**config.mk**
```make
export PLATFORM = sky130hd
export DESIGN_NAME = prefix_offset_accumulator
export DESIGN_NICKNAME = d
export VERILOG_FILES = /design/src/rtl/prefix_offset_accumulator_pkg.sv /design/src/rtl/prefix_offset_accumulator_mask_prefix_count.sv /design/src/rtl/prefix_offset_accumulator.sv
export SDC_FILE = /design/constraint.sdc
export NUM_CORES = 1
export LEC_CHECK = 0
export BUFFER_PORTS_ARGS = -buffer_cell sky130_fd_sc_hd__buf_4
export CAP_MARGIN = 20
export CORE_MARGIN = 5
export CORE_UTILIZATION = 50
export CTS_BUF_LIST = sky130_fd_sc_hd__clkbuf_16
export DETAILED_ROUTE_END_ITERATION = 8
export HOLD_SLACK_MARGIN = 0.03
export PLACE_DENSITY = 0.71
export SYNTH_ARGS = -nofsm -noshare
export SYNTH_HDL_FRONTEND = slang
export SYNTH_HIERARCHICAL = 1
export SYNTH_SLANG_ARGS = --single-unit
```
**constraint.sdc**
```tcl
create_clock -name clk -period 6.42 [get_ports clk]
set_clock_uncertainty 0.1 [all_clocks]
set_input_delay 1.605 -clock clk [delete_from_list [all_inputs] [get_ports clk]]
set_output_delay 1.605 -clock clk [all_outputs]
set_load 0.02 [all_outputs]
```
**src/rtl/prefix_offset_accumulator_pkg.sv**
```systemverilog
// prefix_offset_accumulator_pkg: shared lane-count width and lane slice helpers
package prefix_offset_accumulator_pkg;
   function automatic int cnt_width(input int p);
      return $clog2(p) + 1;
   endfunction
   function automatic int lane_lo(input int i, input int w);
      return i * w;
   endfunction
endpackage

```
**src/rtl/prefix_offset_accumulator_mask_prefix_count.sv**
```systemverilog
// mask_prefix_count: combinational per-lane prefix counts and popcount of a lane mask
module mask_prefix_count
   import prefix_offset_accumulator_pkg::*;
#(
   parameter int P = 8,
   parameter int EXCLUSIVE = 0,
   parameter int CW = cnt_width(P)
) (
   input  logic [P-1:0]    m,
   output logic [P*CW-1:0] pre,
   output logic [CW-1:0]   total
);
   logic [CW-1:0] acc;
   always_comb begin
      acc = '0;
      pre = '0;
      for (int i = 0; i < P; i++) begin
         pre[lane_lo(i, CW) +: CW] = (EXCLUSIVE != 0) ? acc : acc + CW'(m[i]);
         acc = acc + CW'(m[i]);
      end
      total = acc;
   end
endmodule

```
**src/rtl/prefix_offset_accumulator.sv**
```systemverilog
// prefix_offset_accumulator: two-stage pipeline turning lane masks into running per-lane indices
module prefix_offset_accumulator
   import prefix_offset_accumulator_pkg::*;
#(
   parameter int MAPPER_PARALLELISM = 8,
   parameter int OFFSET_WIDTH = 8,
   parameter int EXCLUSIVE = 0
) (
   input  logic                                     clk,
   input  logic                                     rst,
   input  logic                                     in_valid,
   output logic                                     in_ready,
   input  logic [MAPPER_PARALLELISM-1:0]            m,
   input  logic                                     in_first,
   output logic                                     out_valid,
   input  logic                                     out_ready,
   output logic [MAPPER_PARALLELISM*OFFSET_WIDTH-1:0] c,
   output logic [cnt_width(MAPPER_PARALLELISM)-1:0] out_total,
   output logic [OFFSET_WIDTH-1:0]                  out_base,
   output logic                                     out_wrap
);
   localparam int P = MAPPER_PARALLELISM;
   localparam int W = OFFSET_WIDTH;
   localparam int CW = cnt_width(P);
   logic [P*CW-1:0] pre, s1_pre;
   logic [CW-1:0]   total, s1_total;
   logic            s1_valid, s1_first, s1_advance;
   logic [W-1:0]    offset, base;
   logic [W:0]      sum;
   logic [P*W-1:0]  c_next;
   mask_prefix_count #(.P(P), .EXCLUSIVE(EXCLUSIVE)) u_count (
      .m(m),
      .pre(pre),
      .total(total)
   );
   assign s1_advance = !out_valid || out_ready;
   assign in_ready = !rst && (!s1_valid || s1_advance);
   assign base = s1_first ? '0 : offset;
   assign sum = {1'b0, base} + (W+1)'(s1_total);
   always_comb begin
      c_next = '0;
      for (int i = 0; i < P; i++)
         c_next[lane_lo(i, W) +: W] = base + W'(s1_pre[lane_lo(i, CW) +: CW]);
   end
   // offset moves only when a beat lands in the output stage
   always_ff @(posedge clk) begin
      if (rst) begin
         s1_valid  <= 1'b0;
         s1_first  <= 1'b0;
         s1_pre    <= '0;
         s1_total  <= '0;
         out_valid <= 1'b0;
         c         <= '0;
         out_total <= '0;
         out_base  <= '0;
         out_wrap  <= 1'b0;
         offset    <= '0;
      end else begin
         if (s1_advance) begin
            out_valid <= s1_valid;
            if (s1_valid) begin
               c         <= c_next;
               out_total <= s1_total;
               out_base  <= base;
               out_wrap  <= sum[W];
               offset    <= sum[W-1:0];
            end
         end
         if (in_ready) begin
            s1_valid <= in_valid;
            if (in_valid) begin
               s1_first <= in_first;
               s1_pre   <= pre;
               s1_total <= total;
            end
         end
      end
   end
endmodule
```
==> metrics <==
setup TNS 0 ns; overall fraction of global-route tracks in use 0.209; Total Power 2.17 mW; Setup crit end kind flop; sequential fraction of the synthesis area 0.354; R2R Setup Slk 3.34 ns; most frequent cells in the layout nand2_1 (192), dfxtp_1 (124), buf_4 (99), a21oi_1 (63), nor2_1 (49); WP data arrival between 4 and 5 ns; Tmin final 4.15 ns; RePlAce Congestion approximately 0.81; Worst-Skew Late Latency 0.42 ns; Final Slew Violations 0; worst-case reg-to-reg path depth 9; clock-pin slew on the worst setup and hold paths 0.05 ns; Max VDD drop 0.170 mV; dpl cells approximately 1100; max-cap check violation count 0; cts hold-fix bufs 0; Synth Area in Simple Gates 0.268; IO Port Bufs 91; vias in the first global route between 5000 and 6000; Peak Freq 241 MHz; Synth Area in XOR/XNOR 0.0641; Worst path top cell family by delay adder cells; fin area 8160 um^2; stages on the worst setup path 13; clk root buf clkbuf_16; Yosys cell types 61; DRC viols 0; PwrDens 266 nW/um^2; hold path cells 2; Primary FF master, synth dfxtp_1; slowest stage cell on the critical path fa_1; CP Data Required Time 6.68 ns; post-synthesis compound-gate area fraction 0.179; crit path kind in -> reg; dpl ws between 1.5 and 2 ns; CTS Buf Count 17; Post-synth ARST share 0; CTS tree built; Final #Nets 947; initial core utilization 0.507; Post-Layout Cell Count 1088; Clock Sink Count 124; Avg Vias per Cell 5.44; crit path cell chain buf_4 > fa_1 > ha_1 > ha_1 > ha_1 > xnor2_2 > xnor3_2 > a21boi_2 > xnor2_1 > o21ai_2 > xnor2_1 > nand2_1 > nand2_1; FF+latch count, synth around 120; Synth Instances approximately 850; CP Buf/Inv Count 1; synthesized area 7000 um^2; post-CTS sizing 0; share of cells above drive strength 1 0.176; yosys warns 6; Antenna Nets Post-Route 0; area grow syn2layout 16.4%; Avg WL per Cell 15.3 um; Post-CTS Setup Inserts 0; slew margin rel. 0.320; core area 13800 um^2; final cycle utilization of the critical path 0.646; post-DP HPWL around 12000 um; antenna violations before repair 0; P_leak 3.55 nW; final cell utilization of the core 0.590; Worst setup SP type input port; FP Rows 43; HP Class reg -> reg; RSZ-0062 raised after global routing no; Worst-Margin Slew 1.02 ns; num ports between 90 and 100; main combinational cell family by area after synthesis simple AND/OR/NAND/NOR gates; Die ar. 16500 um^2; final WL 16600 um; Synth Area in Adders 0.0707; EDFF count, synth 0; CP max stage delay 0.57 ns; DR vias 5920; commonest non-fill, non-tap cell in the layout nand2_1; status finished, final reports clean; ANT cells 0; total grt overflow 0; CP dominant cell by count ha_1; mux share of post-synthesis cell area 0.00429; Die Wd 128 um; H-tree depth 4; CP max FO 5; Placed Area 7610 um^2; final worst slack 2.27 ns; first-pass GRT wire length 28100 um; Min Hold Slack 0.351 ns; deepest clock path buffer count 2; 1st-iter DRT viols 377; final hold violation count 0; Final Setup Violations 0; Mean Syn Cell Area 8.27 um^2; DR pass1 iterations 5; largest net degree at the start of global routing 91; Chip Height 128 um
[final timing paths]
kind | end | from
max | s1_total[3]$_SDFFE_PP0P_ | m[0]
max reg2reg | offset[6]$_SDFFE_PP0P_ | s1_first$_SDFFE_PP0P_
min | c[3]$_SDFFE_PP0P_ | c[3]$_SDFFE_PP0P_
min reg2reg | c[3]$_SDFFE_PP0P_ | c[3]$_SDFFE_PP0P_
[per-layer routing]
| layer | share of wire | GRT usage |
|---|---|---|
| met1 | 0.50 | 0.298 |
| met2 | 0.43 | 0.320 |
| met3 | 0.051 | 0.0444 |
| met4 | 0.014 | 0.0624 |
| met5 | 0 | 0 |
[kinds of logic (layout without fill, tap and decap cells)]
logic type / Yosys count / after routing
and+or+nand+nor: 379 / 379
AOI/OAI and AO/OA: 174 / 174
DFF: 124 / 124
buffers and inverters: 80 / 136
xor gates and xnor gates: 47 / 47
adders and majority gates: 39 / 39
muxes: 3 / 3
other: 1 / 6
[synth_stat cells (9+ instances only)]
master | instances | area [um^2]
nor2b_1 | 9 | 56.3
a21oi_1 | 63 | 315
and2_1 | 10 | 62.6
xor2_1 | 12 | 105
clkbuf_1 | 34 | 128
ha_1 | 38 | 475
nand2_1 | 192 | 721
nor3b_1 | 10 | 75.1
buf_2 | 20 | 100
nor4_1 | 11 | 68.8
nand3b_1 | 47 | 353
a211oi_1 | 10 | 75.1
dfxtp_1 | 124 | 2480
nand3_1 | 12 | 60.1
nor2_1 | 49 | 184
buf_4 | 12 | 90.1
nor3_1 | 9 | 45.0
xnor2_1 | 31 | 272
a31oi_1 | 9 | 56.3
o211ai_1 | 10 | 75.1
[worst min-delay path, stage by stage (launching register included)]
cell and delay, ns:
dfxtp_1 0.31, nand2_1 0.05, a21oi_1 0.05
[cell type report]
type / count / area (um^2)
Fill cell: 1306 / 5670
Timing Repair Buffer: 99 / 743
Clock buffer: 17 / 425
Tap cell: 180 / 225
Multi-Input combinational cell: 648 / 4140
Sequential cell: 124 / 2480
Clock inverter: 15 / 116
Inverter: 5 / 18.8
[sequential cells by signal, indices dropped and copies added, names as in the netlist]
signal / count
c: 64
s1_pre: 32
offset: 8
out_base: 8
out_total: 4
s1_total: 4
out_valid: 1
out_wrap: 1
s1_first: 1
s1_valid: 1
[power breakdown]
part	total, mW	internal [mW]	leakage (nW)	switching (mW)
Sequential	0.895	0.827	1.01	0.0685
Combinational	0.390	0.167	2.25	0.223
Clock	0.888	0.555	0.287	0.333
Total	2.17	1.55	3.55	0.625
No activity file was read; power rests on OpenSTA's default activity.
